## src/rtl/nn_ctrl_pkg.sv

```systemverilog
// Shared types for the neuron-layer controller:
// FSM state encoding and the control-output bundle.
package nn_ctrl_pkg;

   localparam logic [2:0] ST_IDLE  = 3'd0;
   localparam logic [2:0] ST_CLR   = 3'd1;
   localparam logic [2:0] ST_FETCH = 3'd2;
   localparam logic [2:0] ST_MAC   = 3'd3;
   localparam logic [2:0] ST_ACT   = 3'd4;
   localparam logic [2:0] ST_DONE  = 3'd5;

   typedef enum logic [2:0] {
      IDLE  = ST_IDLE,
      CLR   = ST_CLR,
      FETCH = ST_FETCH,
      MAC   = ST_MAC,
      ACT   = ST_ACT,
      DONE  = ST_DONE
   } state_t;

   typedef struct packed {
      logic clr_acc;
      logic ld_x;
      logic ld_w;
      logic ld_acc;
      logic ld_out;
      logic busy;
      logic done;
   } ctrl_t;

   // Pure state decode; outputs never see start directly.
   function automatic ctrl_t decode(state_t s);
      ctrl_t c;
      c = '0;
      unique case (s)
         IDLE:  c = '0;
         CLR:   begin c.clr_acc = 1'b1; c.busy = 1'b1; end
         FETCH: begin
            c.ld_x = 1'b1;
            c.ld_w = 1'b1;
            c.busy = 1'b1;
         end
         MAC:   begin c.ld_acc = 1'b1; c.busy = 1'b1; end
         ACT:   begin c.ld_out = 1'b1; c.busy = 1'b1; end
         DONE:  begin c.done = 1'b1; c.busy = 1'b1; end
         default: c = '0;
      endcase
      return c;
   endfunction

endpackage

```

## src/rtl/mod_counter.sv

```systemverilog
// Saturating up-counter with synchronous clear.
// Holds at MAX so an index can never wrap.
module mod_counter #(
   parameter int WIDTH = 2,
   parameter int MAX   = 3
) (
   input  logic             clk,
   input  logic             rst,
   input  logic             clr,
   input  logic             inc,
   output logic [WIDTH-1:0] q,
   output logic             last
);

   assign last = (q == WIDTH'(MAX));

   // Count register: clear wins over increment, stop at MAX.
   always_ff @(posedge clk) begin
      if (rst || clr)
         q <= '0;
      else if (inc && !last)
         q <= q + 1'b1;
   end

endmodule

```

## src/rtl/neuron_layer_ctrl.sv

```systemverilog
// Sequencer for one fully-connected layer: per neuron,
// clear acc, NUM_IN fetch/MAC pairs, then write output.
module neuron_layer_ctrl
   import nn_ctrl_pkg::*;
#(
   parameter int NUM_IN  = 4,
   parameter int NUM_NEU = 3,
   parameter int XAW     = 2,
   parameter int WAW     = 4,
   parameter int NAW     = 2
) (
   input  logic           clk,
   input  logic           rst,
   input  logic           start,
   output logic [XAW-1:0] x_addr,
   output logic [WAW-1:0] w_addr,
   output logic [NAW-1:0] n_idx,
   output logic           ld_x,
   output logic           ld_w,
   output logic           clr_acc,
   output logic           ld_acc,
   output logic           ld_out,
   output logic           busy,
   output logic           done
);

   state_t         state;
   state_t         nxt;
   ctrl_t          ctl;
   logic [XAW-1:0] i_q;
   logic [NAW-1:0] n_q;
   logic           i_last;
   logic           n_last;
   logic           i_clr;
   logic           n_clr;
   logic           n_inc;
   logic [WAW-1:0] base;

   // New run begins; next neuron begins.
   assign n_clr = (state == IDLE) && start;
   assign n_inc = (state == ACT) && !n_last;
   assign i_clr = n_clr || n_inc;

   mod_counter #(
      .WIDTH (XAW),
      .MAX   (NUM_IN - 1)
   ) u_cnt_i (
      .clk  (clk),
      .rst  (rst),
      .clr  (i_clr),
      .inc  (state == MAC),
      .q    (i_q),
      .last (i_last)
   );

   mod_counter #(
      .WIDTH (NAW),
      .MAX   (NUM_NEU - 1)
   ) u_cnt_n (
      .clk  (clk),
      .rst  (rst),
      .clr  (n_clr),
      .inc  (n_inc),
      .q    (n_q),
      .last (n_last)
   );

   // Running weight base n*NUM_IN, built by addition only.
   always_ff @(posedge clk) begin
      if (rst || n_clr)
         base <= '0;
      else if (n_inc)
         base <= base + WAW'(NUM_IN);
   end

   // State register; reset overrides everything.
   always_ff @(posedge clk) begin
      if (rst)
         state <= IDLE;
      else
         state <= nxt;
   end

   // Next-state logic.
   always_comb begin
      nxt = state;
      unique case (state)
         IDLE:  nxt = start ? CLR : IDLE;
         CLR:   nxt = FETCH;
         FETCH: nxt = MAC;
         MAC:   nxt = i_last ? ACT : FETCH;
         ACT:   nxt = n_last ? DONE : CLR;
         DONE:  nxt = IDLE;
         default: nxt = IDLE;
      endcase
   end

   // Output decode from registered state only.
   always_comb begin
      ctl = decode(state);
   end

   assign clr_acc = ctl.clr_acc;
   assign ld_x    = ctl.ld_x;
   assign ld_w    = ctl.ld_w;
   assign ld_acc  = ctl.ld_acc;
   assign ld_out  = ctl.ld_out;
   assign busy    = ctl.busy;
   assign done    = ctl.done;

   assign x_addr = i_q;
   assign w_addr = base + WAW'(i_q);
   assign n_idx  = n_q;

endmodule
```

## config.mk

```make
export PLATFORM = sky130hd
export DESIGN_NAME = neuron_layer_ctrl
export DESIGN_NICKNAME = d
export VERILOG_FILES = /design/src/rtl/nn_ctrl_pkg.sv /design/src/rtl/mod_counter.sv /design/src/rtl/neuron_layer_ctrl.sv
export SDC_FILE = /design/constraint.sdc
export NUM_CORES = 1
export LEC_CHECK = 0
export CAP_MARGIN = 40
export CORE_AREA = 2 2 39 41
export DETAILED_ROUTE_END_ITERATION = 16
export DIE_AREA = 0 0 41 43
export MAX_ROUTING_LAYER = met4
export PLACE_DENSITY = 0.7
export SLEW_MARGIN = 0
export SYNTH_ARGS = -nofsm -noshare
export SYNTH_HDL_FRONTEND = slang
export SYNTH_SLANG_ARGS = --single-unit
```

## constraint.sdc

```tcl
create_clock -name clk -period 3.8 [get_ports clk]
set_input_delay 0.38 -clock clk [delete_from_list [all_inputs] [get_ports clk]]
set_output_delay 0.38 -clock clk [all_outputs]
set_load 0.03 [all_outputs]
```

; ---- Word level (Yosys, flattened, before mapping)
; Index checks and enable logic that the tools add are counted.
[totals]
ff_bits = 11
[classes]
n_addsub = 4
eq_ne = 7
muxes = 10
reduce_logical = 11
[ops]
columns = cell, count
row1 = $pmux W3 S5, 1
row2 = $eq A3 B2 Y1 const B, 2
row3 = $eq A3 B3 Y1 const B, 2
row4 = $mux W1, 6
row5 = $mux W3, 2
row6 = $reduce_or A5 Y1, 1
row7 = $add A2 B1 Y2 const B, 2
row8 = $add A4 B2 Y4, 1
row9 = $add A4 B3 Y4 const B, 1
row10 = $eq A2 B2 Y1 const B, 2
row11 = $logic_and A1 B1 Y1, 4
row12 = $eq A3 B1 Y1 const B, 1
row13 = $logic_not A3 Y1, 1
row14 = $logic_or A1 B1 Y1, 3
row15 = $logic_not A1 Y1, 2
row16 = $mux W2, 1

; ---- Logic depth before layout (Yosys ltp)
[logic_depth]
word_depth = 5
ltp_mapped = 5
ltp_nobuf = 5

; ---- Cells and area by module
; Synthesis repeated with hierarchy kept, for this count alone.
[unflattened]
cells_unflattened = 52
area_unflattened_um2 = 525.5
[modules_own_cells]
columns = mod, n_inst, cells_per_inst, area_per_inst_um2, seq_area_each_um2
row1 = neuron_layer_ctrl, 1, 35, 315.3, 100.1
row2 = mod_counter at u_cnt_i, 1, 8, 105.1, 40.0
row3 = mod_counter at u_cnt_n, 1, 9, 105.1, 40.0

; ---- Least setup slack after synthesis
; No wires, ideal clock.
[synth_timing]
kind = register -> output
from = reg state[1]
to = out ld_x
arrival_ns = 1.650
t_required_ns = 3.420
setup_slack_ns = 1.770
path_stages_with_launch = 4
path_buffers = 2
cell_sequence = dfxtp_1 > buf_2 > nor3b_1 > buf_4
[synth_via]
elab_chain_len = 2
[synth_rtl]
columns = item, line
row1 = start: declaration, neuron_layer_ctrl.sv:27  ; state_t state;
row2 = start signal: assignment, neuron_layer_ctrl.sv:81  ; state <= nxt;
row3 = $eq A3 B2 Y1, nn_ctrl_pkg.sv:35  ; unique case (s)
row4 = $mux W2, nn_ctrl_pkg.sv:35
row5 = end: declaration, neuron_layer_ctrl.sv:18  ; output logic ld_x,
; No other way between the ends.

; ---- Final worst setup path
; Same ends and word-level chain as after synthesis.

==> impl_metrics.json <==
{
  "status": "completed",
  "core-area_um2": 1380,
  "setup_viol": 0,
  "finalHoldViolCount": 0,
  "wl_um": 908,
  "slowest_delay_ps": 720,
  "rows": 14,
  "cp_top_family": "buffers and inverters",
  "cts_tree": "yes",
  "max-vdd-ir-drop_uv": 140,
  "timing.final.crit_share": 0.582,
  "drv_slew": 0,
  "vias": 397,
  "finalWeightedCongestion": 0.640,
  "cp-start-kind": "flop",
  "final_cells": 80,
  "start_util": 0.348,
  "cp_max_fo": 12,
  "slew_headroom": 0.668,
  "drt-initial-drc-count": 8,
  "synth.area.mux_share": 0.0208,
  "numCtsBuffers": 3,
  "track_usage": 0.120,
  "yosysSeqAreaShare": 0.374,
  "die_y_um": 43,
  "synth-adder-area-share": 0.0519,
  "htree_num_levels": 1,
  "rsz0062_at_grt": "false",
  "dp_hpwl_um": 652,
  "drtPass1Iterations": 4,
  "grt_first_pass_wirelength_um": 1360,
  "required_ps": 3420,
  "design_area_um2": 656,
  "tightestPinTransition_ps": 497,
  "area_growth_pct": 36.1,
  "syn_area_um2": 482,
  "clkTransAtPathRegs_ps": 60,
  "crit_path_end_kind": "output port",
  "dpl_cell_area_um2": 629,
  "clock.fmax_ghz": 0.452,
  "netlist_instances": 49,
  "place_inst": 76,
  "finalSetupTns_ps": 0,
  "drive_above_1_share": 0.125,
  "synth_compound_area_frac": 0.114,
  "fin_crit_ps": 2210,
  "cts_root_buf": "clkbuf_4",
  "ys_warn_count": 0,
  "die_w_um": 41,
  "clock_sinks": 9,
  "routed_via_density": 4.96,
  "grt_max_degree": 14,
  "crit_path_top_delay_cell": "clkdlybuf4s50_1",
  "holdBufCountCts": 0,
  "synth.avg_cell_area_um2": 9.83,
  "cts_setup_buffers": 0,
  "clockBufferDepth": 2,
  "critPathKind": "reg -> out",
  "io_buffers": 17,
  "drc": 0,
  "powerDensity_nw_per_um2": 316,
  "cp_cell_sequence": "nor3b_1 -> clkdlybuf4s50_1",
  "wl_per_cell_um": 11.4,
  "crit_arrival_ps": 1830,
  "power_leakage_nw": 0.243,
  "clock_latency_ps": 260,
  "layout_commonest_cell": "clkdlybuf4s50_1",
  "yosysUniqueCellTypes": 25,
  "most-common-layout-cells": "clkdlybuf4s50_1, dfxtp_1, nor2_1",
  "antenna_found_initial": 0,
  "synth-xor-area-share": 0.0545,
  "grt_pass1_vias": 339,
  "drv_cap": 0,
  "n_antenna_cell": 0,
  "cts_resized": 0,
  "synth_top_family_by_area": "simple AND/OR/NAND/NOR gates",
  "synthSimpleGateAreaFrac": 0.288,
  "clock_skew_ps": 0.371,
  "drtAntennaViolNets": 0,
  "syn_nets": 54,
  "grt_overflow": 0,
  "io_pins": 18,
  "hold_path_class": "reg -> reg",
  "die-area_um2": 1760,
  "fin_nets": 70,
  "nFillCells": 142,
  "cp.buffers_inverters": 1,
  "ys_seq_elements": 9
}
-- registers in the layout, summed over array words and instances (netlist names) --
register   count
u_cnt_n.q      2
u_cnt_i.q      2
base           2
state          3
-- stage by stage --
step	hold WS [ps]	setup WS, ps	utilization	power, mW
final	528	1590	0.474	0.207
after global routing	561	1480	0.474	0.219
after CTS	530	1570	0.474	0.211
after detailed placement	514	1870	0.455	0.137
after global placement	499	1930	0.455	0.136
after floorplan	452	1770	-	0.126
-- kinds of logic after synthesis --
family / after synthesis
simple gates: 20
mux: 1
fa+ha+maj: 2
xor+xnor: 3
buf+inv: 7
flops: 9
compound gates: 7
-- worst paths after layout --
path	start	end	slack (ps)	cells after the start
min reg2reg	u_cnt_n.q[1]	u_cnt_n.q[1]	530	2
min	u_cnt_n.q[1]	u_cnt_n.q[1]	530	2
max	state[1]	ld_x	1590	2
max reg2reg	u_cnt_n.q[0]	base[3]	2300	5
-- tightest hold or removal path: stages (launching register included) --
cell	delay (ps)
dfxtp_1	330
nor2_1	110
a211oi_1	50
-- routing by layer --
metal  track usage  vias to the layer above  share of wire
li1              -                      203              -
met1         0.140                      179           0.47
met2         0.163                       13           0.46
met3        0.0157                        2          0.044
met4         0.120                        0          0.021
met5             -                        -              0
-- power by group --
| part | switching [mW] | internal (mW) | total, mW | leakage, nW |
|---|---|---|---|---|
| combinational | 0.0181 | 0.0144 | 0.0324 | 0.155 |
| clock | 0.0324 | 0.0404 | 0.0728 | 0.0150 |
| sequential | 0.00541 | 0.0964 | 0.102 | 0.0730 |
| total | 0.0559 | 0.151 | 0.207 | 0.243 |
-- Yosys cell counts --
master	count	area [um^2]
mux2i_1	1	10.0
ha_1	2	25.0
nor4b_4	1	23.8
a2111oi_0	1	8.76
dfxtp_1	9	180
nor4_1	1	6.26
o211a_1	1	10.0
a21oi_1	1	5.00
nand3_1	1	5.00
and3_2	1	7.51
a211oi_1	2	15.0
inv_1	1	3.75
xnor2_1	3	26.3
clkbuf_1	1	3.75
a21o_1	1	7.51
nor3_1	4	20.0
buf_2	1	5.00
buf_4	3	22.5
a32oi_1	1	8.76
nor3b_1	2	15.0
and3b_2	2	20.0
nor2_1	6	22.5
and4bb_2	1	12.5
buf_6	1	11.3
and2_1	1	6.26
-- area by class of cell --
| class | count | area (um^2) | area share |
|---|---|---|---|
| clock buffer | 4 | 26.3 | 0.0401 |
| inverter | 1 | 3.75 | 0.00573 |
| multi-input combinational | 33 | 255 | 0.389 |
| sequential | 9 | 180 | 0.275 |
| tap | 16 | 20.0 | 0.0305 |
| timing repair buffer | 17 | 170 | 0.260 |
(Power assumes the default switching activity.)
